--- src/rtl/ula_pkg.sv ---
// Shared types and constants for the ULA driver: op_sel encoding, FSM states, widths.
package ula_pkg;

    localparam int unsigned ULA_W_DEFAULT = 6;
    localparam int unsigned OP_W          = 3;
    localparam int unsigned CNT_W         = 4;
    localparam int unsigned OPCNT_W       = 8;

    typedef logic [OP_W-1:0] ula_op_t;

    localparam ula_op_t OP_AND  = 3'b000;
    localparam ula_op_t OP_OR   = 3'b001;
    localparam ula_op_t OP_XOR  = 3'b010;
    localparam ula_op_t OP_NOTA = 3'b011;
    localparam ula_op_t OP_NOTB = 3'b100;
    localparam ula_op_t OP_NAND = 3'b101;
    localparam ula_op_t OP_NOR  = 3'b110;
    localparam ula_op_t OP_XNOR = 3'b111;

    typedef enum logic [1:0] {
        ST_IDLE   = 2'd0,
        ST_SETTLE = 2'd1,
        ST_HOLD   = 2'd2
    } drv_state_t;

endpackage

--- src/rtl/ula_ref_model.sv ---
// Combinational golden model of the ULA logic mode; used only by the driver scoreboard.
module ula_ref_model
    import ula_pkg::*;
#(
    parameter int unsigned W = ULA_W_DEFAULT
) (
    input  logic [W-1:0] a_i,
    input  logic [W-1:0] b_i,
    input  ula_op_t      op_sel_i,
    output logic [W-1:0] exp_c,
    output logic         exp_carry_c,
    output logic         exp_zero_c
);

    always_comb begin
        exp_c = '0;
        case (op_sel_i)
            OP_AND:  exp_c = a_i & b_i;
            OP_OR:   exp_c = a_i | b_i;
            OP_XOR:  exp_c = a_i ^ b_i;
            OP_NOTA: exp_c = ~a_i;
            OP_NOTB: exp_c = ~b_i;
            OP_NAND: exp_c = ~(a_i & b_i);
            OP_NOR:  exp_c = ~(a_i | b_i);
            OP_XNOR: exp_c = ~(a_i ^ b_i);
            default: exp_c = '0;
        endcase
    end

    // Logic operations never produce a carry.
    assign exp_carry_c = 1'b0;
    assign exp_zero_c  = (exp_c == '0);

endmodule

--- src/rtl/ula_driver.sv ---
// Command/result handshake driver for a combinational ULA with a settle delay.
// Define ULA_DRV_SCOREBOARD_EN to compile in the golden-model checker driving err.
module ula_driver
    import ula_pkg::*;
#(
    parameter int unsigned W      = ULA_W_DEFAULT,
    parameter int unsigned SETTLE = 1
) (
    input  logic               clk,
    input  logic               reset,
    input  logic               cmd_valid,
    output logic               cmd_ready,
    input  logic [W-1:0]       cmd_a,
    input  logic [W-1:0]       cmd_b,
    input  logic               cmd_modo,
    input  logic [OP_W-1:0]    cmd_op_sel,
    output logic [W-1:0]       ula_a,
    output logic [W-1:0]       ula_b,
    output logic               ula_modo,
    output logic [OP_W-1:0]    ula_op_sel,
    input  logic [W-1:0]       ula_o,
    input  logic               ula_carry_out,
    input  logic               ula_zero,
    output logic               res_valid,
    input  logic               res_ready,
    output logic [W-1:0]       res_o,
    output logic               res_carry,
    output logic               res_zero,
    output logic [OPCNT_W-1:0] op_count,
    output logic               err
);

    drv_state_t          state_q, state_d;
    logic [CNT_W-1:0]    cnt_q, cnt_d;
    logic                last_q, last_d;
    logic                cmd_ready_q, cmd_ready_d;
    logic [W-1:0]        ula_a_q, ula_a_d;
    logic [W-1:0]        ula_b_q, ula_b_d;
    logic                ula_modo_q, ula_modo_d;
    ula_op_t             ula_op_q, ula_op_d;
    logic                res_valid_q, res_valid_d;
    logic [W-1:0]        res_o_q, res_o_d;
    logic                res_carry_q, res_carry_d;
    logic                res_zero_q, res_zero_d;
    logic [OPCNT_W-1:0]  op_count_q, op_count_d;
    logic                capture;

    always_ff @(posedge clk or negedge reset) begin
        if (!reset) begin
            state_q     <= ST_IDLE;
            cnt_q       <= '0;
            last_q      <= 1'b0;
            cmd_ready_q <= 1'b1;
            ula_a_q     <= '0;
            ula_b_q     <= '0;
            ula_modo_q  <= 1'b0;
            ula_op_q    <= '0;
            res_valid_q <= 1'b0;
            res_o_q     <= '0;
            res_carry_q <= 1'b0;
            res_zero_q  <= 1'b0;
            op_count_q  <= '0;
        end else begin
            state_q     <= state_d;
            cnt_q       <= cnt_d;
            last_q      <= last_d;
            cmd_ready_q <= cmd_ready_d;
            ula_a_q     <= ula_a_d;
            ula_b_q     <= ula_b_d;
            ula_modo_q  <= ula_modo_d;
            ula_op_q    <= ula_op_d;
            res_valid_q <= res_valid_d;
            res_o_q     <= res_o_d;
            res_carry_q <= res_carry_d;
            res_zero_q  <= res_zero_d;
            op_count_q  <= op_count_d;
        end
    end

    // Settle phase: count down SETTLE-1, then one extra cycle at zero before sampling.
    always_comb begin
        state_d     = state_q;
        cnt_d       = cnt_q;
        last_d      = last_q;
        ula_a_d     = ula_a_q;
        ula_b_d     = ula_b_q;
        ula_modo_d  = ula_modo_q;
        ula_op_d    = ula_op_q;
        res_valid_d = res_valid_q;
        res_o_d     = res_o_q;
        res_carry_d = res_carry_q;
        res_zero_d  = res_zero_q;
        op_count_d  = op_count_q;
        capture     = 1'b0;

        case (state_q)
            ST_IDLE: begin
                if (cmd_valid && cmd_ready_q) begin
                    ula_a_d    = cmd_a;
                    ula_b_d    = cmd_b;
                    ula_modo_d = cmd_modo;
                    ula_op_d   = cmd_op_sel;
                    cnt_d      = CNT_W'(SETTLE - 1);
                    last_d     = 1'b0;
                    state_d    = ST_SETTLE;
                end
            end
            ST_SETTLE: begin
                if (cnt_q != '0) begin
                    cnt_d = cnt_q - CNT_W'(1);
                end else if (!last_q) begin
                    last_d = 1'b1;
                end else begin
                    capture     = 1'b1;
                    last_d      = 1'b0;
                    res_o_d     = ula_o;
                    res_carry_d = ula_carry_out;
                    res_zero_d  = ula_zero;
                    res_valid_d = 1'b1;
                    state_d     = ST_HOLD;
                end
            end
            ST_HOLD: begin
                if (res_valid_q && res_ready) begin
                    res_valid_d = 1'b0;
                    if (op_count_q != {OPCNT_W{1'b1}}) begin
                        op_count_d = op_count_q + OPCNT_W'(1);
                    end
                    state_d = ST_IDLE;
                end
            end
            default: state_d = ST_IDLE;
        endcase

        cmd_ready_d = (state_d == ST_IDLE);
    end

    assign cmd_ready  = cmd_ready_q;
    assign ula_a      = ula_a_q;
    assign ula_b      = ula_b_q;
    assign ula_modo   = ula_modo_q;
    assign ula_op_sel = ula_op_q;
    assign res_valid  = res_valid_q;
    assign res_o      = res_o_q;
    assign res_carry  = res_carry_q;
    assign res_zero   = res_zero_q;
    assign op_count   = op_count_q;

`ifdef ULA_DRV_SCOREBOARD_EN
    logic [W-1:0] exp_o;
    logic         exp_carry;
    logic         exp_zero;
    logic         mismatch_c;
    logic         err_q;

    ula_ref_model #(.W(W)) u_ref (
        .a_i         (ula_a_q),
        .b_i         (ula_b_q),
        .op_sel_i    (ula_op_q),
        .exp_c       (exp_o),
        .exp_carry_c (exp_carry),
        .exp_zero_c  (exp_zero)
    );

    assign mismatch_c = (ula_o != exp_o) || (ula_carry_out != exp_carry)
                     || (ula_zero != exp_zero);

    // Sticky until reset; only logic-mode captures are checked.
    always_ff @(posedge clk or negedge reset) begin
        if (!reset) begin
            err_q <= 1'b0;
        end else if (capture && ula_modo_q && mismatch_c) begin
            err_q <= 1'b1;
        end
    end

    assign err = err_q;
`else
    assign err = 1'b0;
`endif

endmodule

--- config.mk ---
export PLATFORM = sky130hd
export DESIGN_NAME = ula_driver
export DESIGN_NICKNAME = d
export VERILOG_FILES = /design/src/rtl/ula_pkg.sv /design/src/rtl/ula_ref_model.sv /design/src/rtl/ula_driver.sv
export SDC_FILE = /design/constraint.sdc
export NUM_CORES = 1
export LEC_CHECK = 0
export BUFFER_PORTS_ARGS = -buffer_cell sky130_fd_sc_hd__buf_4
export CAP_MARGIN = 20
export CORE_MARGIN = 1
export CORE_UTILIZATION = 44
export CTS_CLUSTER_SIZE = 30
export DETAILED_ROUTE_END_ITERATION = 10
export MAX_ROUTING_LAYER = met4
export PLACE_DENSITY = 0.75
export SLEW_MARGIN = 15
export SYNTH_ARGS = -nofsm -noshare
export SYNTH_HDL_FRONTEND = slang
export SYNTH_SLANG_ARGS = --single-unit
--- constraint.sdc ---
create_clock -name clk -period 1.5 [get_ports clk]
set_input_delay 0.075 -clock clk [delete_from_list [all_inputs] [get_ports clk]]
set_output_delay 0.075 -clock clk [all_outputs]
set_load 0.02 [all_outputs]
==> impl.org <==
** Run status
- The flow ran to the end, but the final reports show violations.
- The final reports fail on setup timing.

** Timing
- Headroom to the max-slew limit :: 66.0%
- Achievable clock frequency :: 647 MHz
- Slew at the pin closest to its max-slew limit :: 0.509 ns
- Slew Viols, Final :: 0
- Post-layout minimum cycle time :: 1.55 ns
- Total count of hold-check failures in the final report :: 0
- Period utilisation layout :: 103%
- For the final database, setup skew stands at 0.0110 ns.
- Minimum setup slack in the final design :: -0.0452 ns
- Setup violations remaining at the end of the flow were counted as 10.
- Setup repair after global routing missed its margin :: true

** Clocking
- The clock drives 41 sinks.
- CTS built an H-tree with a depth of 2.
- Buffers inserted during clock tree synthesis total 5.
- Clock latency of the later-clocked register in the worst-skew pair :: 0.29 ns
- After clock tree synthesis, the clock-pin slew on the worst setup and hold paths is 0.08 ns.
- Root buf cell :: sky130_fd_sc_hd__clkbuf_8
- TritonCTS clock tree :: built
- The longest clock path from root to sink contains 2 buffers.

** Pwr
- Fraction of power consumed by the clock network :: 13.5%
- IR analysis of the VDD net gives a maximum drop of 1.32 mV.
- Switch Pwr :: 1.96 mW
- Power spread over the standard cell area amounts to 1890 nW/um2.
- Logic gate share of total power :: 48.5%
- Register share of total power :: 38.0%
- Internal Power :: 3.15 mW
- Switching power as a share of total power :: 38.3%
- In this run the static leakage power is 1.37 nW.

** Die
- The die is 65.5 um wide.
- Core Box Area :: 3770 um2
- Die outline area :: 4300 um2
- The initial utilization of the core area, before any placement, comes to 47.1%.
- Die H :: 65.5 um
- FP Rows :: 22
- In this run the count of I/O pins placed on the die edge is 63.

** Detailed routing
- The count of nets left with antenna violations once routing finished came out at 0.
- Drt first pass iters :: 4
- DRC violations left :: 0
- Across all layers, the routed design uses 1525 vias.
- Dividing the detail-routed via count by the number of cells gives 4.98.
- Wires add up to 4.22 mm.
- In the final routed layout, each cell accounts on average for 13.8 um.
- The detailed router finished its first iteration with 57 violations.

** Logic synthesis
- Synth area leaders :: sky130_fd_sc_hd__dfrtp_1, sky130_fd_sc_hd__nand2_1, sky130_fd_sc_hd__mux2_2
- Post-synth ARST share :: 100%
- Most area-hungry cell type in the Yosys netlist :: sky130_fd_sc_hd__dfrtp_1
- Counting distinct cell types in the post-synthesis netlist gives 38.
- Predominant post-synthesis flop cell :: sky130_fd_sc_hd__dfrtp_1
- Number of storage elements in the synthesis netlist :: 41
- Warnings, synthesis :: 0
- Most common cell in the netlist :: sky130_fd_sc_hd__nand2_1
- Averaged over all synthesized cells, the footprint is 11.0 um2.
- After synthesis, flip-flops and latches occupy 57.8% of the total area.
- Summed over its instances, the top area cell type makes up 56.3% of the synthesized netlist area.
- When the netlist entered floorplanning its net count stood at 192.
- In this run, synthesis inferred 0 flip-flops with an integrated enable.
- The synthesized netlist occupies a cell area of 1780 um2.
- Synthesis produced 162 cells.
- Cell types with the highest counts after synthesis :: sky130_fd_sc_hd__nand2_1, sky130_fd_sc_hd__dfrtp_1, sky130_fd_sc_hd__mux2_2

** Worst hold path
- In this run the most critical hold path is launched from ula_o[3].
- Hold path endpoint :: res_o[3]$_DFFE_PN0P_
- Along the worst hold path, the cell count comes to 2.
- The min-delay analysis places its worst path in the category in -> reg.

** Global routing
- The initial antenna violation count came to 0.
- Routing usage on met3 :: 4.51%
- Largest net degree at the start of global routing :: 42
- Global routing used 22.3% of the available tracks.
- Global route overflow :: 0
- The via count of the first global-routing pass came to 1587.
- Met2 capacity usage during global routing :: 36.3%
- The first global-routing pass estimated 7.02 mm of wire.
- Global-route met1 utilization :: 27.0%
- In this run the most used layer during global routing was met2.

** Worst setup path
- Start-to-end type of the worst setup path :: reg -> reg
- Number of cells on the worst reg-to-reg path :: 4
- For the worst setup path, the data arrival time is 1.77 ns.
- In this run the register-to-register setup slack is -0.05 ns.
- The worst register-to-register path begins at cnt_q[0]$_DFFE_PN0P_.
- STA puts the critical path data required time at 1.73 ns.
- Sort of element at the start of the critical path :: flip-flop
- Endpoint type of the worst setup path :: flip-flop
- Of all nets on the critical path, the largest fanout is 2.
- In this run the critical register-to-register path is captured at cnt_q[3]$_DFFE_PN0P_.

** Finish
- From synthesis to final layout, the design area changed by 51.9%.
- For this run, the number of standard cells in the final layout without fillers is 306.
- Of the cells placed in the final design, the portion with a size suffix greater than 1 is 43.8%.
- For this run, the post-layout net count is 287.
- Ant diodes :: 0

** Placement
- Final weighted congestion of routability-driven global placement :: 0.849
- Input/output buffers :: 61
- At the placement stage, the worst setup path has a slack of -0.131 ns.
- Detailed placement finished with a half-perimeter wire length of 2.60 mm.
- Placed Cells :: 278

** Flow run
- Max-Cap Viols :: 0
critical path, cell delays in order (launching register included):
cell	delay, ns
sky130_fd_sc_hd__dfrtp_1	0.40
sky130_fd_sc_hd__buf_4	0.14
sky130_fd_sc_hd__or3_1	0.38
sky130_fd_sc_hd__or4_1	0.42
sky130_fd_sc_hd__a21oi_2	0.13
registers in the layout, summed over array words and instances, names as in the netlist, 2 cells and up:
| signal | count |
|---|---|
| res_o | 6 |
| ula_b | 6 |
| op_count | 8 |
| ula_a | 6 |
| cnt_q | 4 |
| state_q | 2 |
| ula_op_sel | 3 |
power groups by stage:
stage | combinational, mW | clock (mW) | sequential (mW)
2_1_floorplan | 0.778 | 0 | 2.37
3_3_place_gp | 2.20 | 0 | 1.91
3_5_place_dp | 2.26 | 0 | 1.91
4_1_cts | 2.43 | 0.713 | 1.93
5_1_grt | 2.69 | 0.768 | 1.99
6_report | 2.48 | 0.692 | 1.94
final cells by class:
| class | instances | area, um2 |
|---|---|---|
| Sequential cell | 41 | 1030 |
| Inverter | 5 | 18.8 |
| Multi-Input combinational cell | 112 | 769 |
| Clock buffer | 5 | 68.8 |
| Timing Repair Buffer | 92 | 733 |
| Fill cell | 276 | 1070 |
| Tap cell | 48 | 60.1 |
| Clock inverter | 3 | 17.5 |
cells by family after synthesis:
kind of cell    share of synthesized area (%)
simple gates                             22.7
xor+xnor                                 1.97
flops                                    57.8
compound gates                           5.00
mux                                      8.10
buf+inv                                  2.75
fa+ha+maj                                1.41
other cells                             0.211
repair_timing:
item | 4_1_cts | 5_1_grt
pin swaps | 3 | 2
gates cloned | 1 | 0
setup buffers | 1 | 1
hold buffers | 17 | 0
resized for setup | 8 | 7
hold endpoints to repair | 56 | 0
endpoints found under the setup margin | 12 | 17
cell usage in the layout (no fill, tap or decap), drive strengths merged, types with 2 or more instances in the layout:
master / count
dfrtp: 40
and3: 2
o21ai: 3
nand2b: 2
mux2: 11
a21oi: 2
or3: 2
nand2: 56
clkinv: 2
a211oi: 3
ha: 2
nand3: 4
mux2i: 2
inv: 5
nor2: 2
dlygate4sd3: 17
xor2: 3
clkbuf: 5
buf: 75
metal layers:
metal	wire (um)	up-vias
li1	-	732
met5	0	-
met3	206	10
met4	55	0
met1	1800	724
met2	2160	59
how the worst max path moves through the flow:
stage                              start                     to  slack (ns)  depth (start not counted)
floorplan           cnt_q[0]$_DFFE_PN0P_  res_carry$_DFFE_PN0P_        0.01                          5
global placement    cnt_q[0]$_DFFE_PN0P_   res_o[4]$_DFFE_PN0P_       -0.07                          5
detailed placement  cnt_q[0]$_DFFE_PN0P_   res_o[1]$_DFFE_PN0P_       -0.13                          5
CTS                 cnt_q[0]$_DFFE_PN0P_  res_carry$_DFFE_PN0P_       -0.04                          5
global route        cnt_q[0]$_DFFE_PN0P_   res_o[3]$_DFFE_PN0P_       -0.14                          5
finish              cnt_q[0]$_DFFE_PN0P_   cnt_q[3]$_DFFE_PN0P_       -0.05                          4
stage by stage:
stage	utilization [%]	setup TNS, ns	hold WS (ns)	area, um2	total power [mW]
finish	71.6	-0.217	0.0171	2700	5.11
global route	71.6	-1.28	0.00839	2700	5.46
CTS	70.8	-0.195	0.00513	2670	5.07
detailed placement	62.7	-1.10	0.0904	2360	4.16
global placement	62.7	-0.580	0.0839	2360	4.11
floorplan	-	0	-0.221	1780	3.14
No activity file was read; power rests on OpenSTA's default activity.
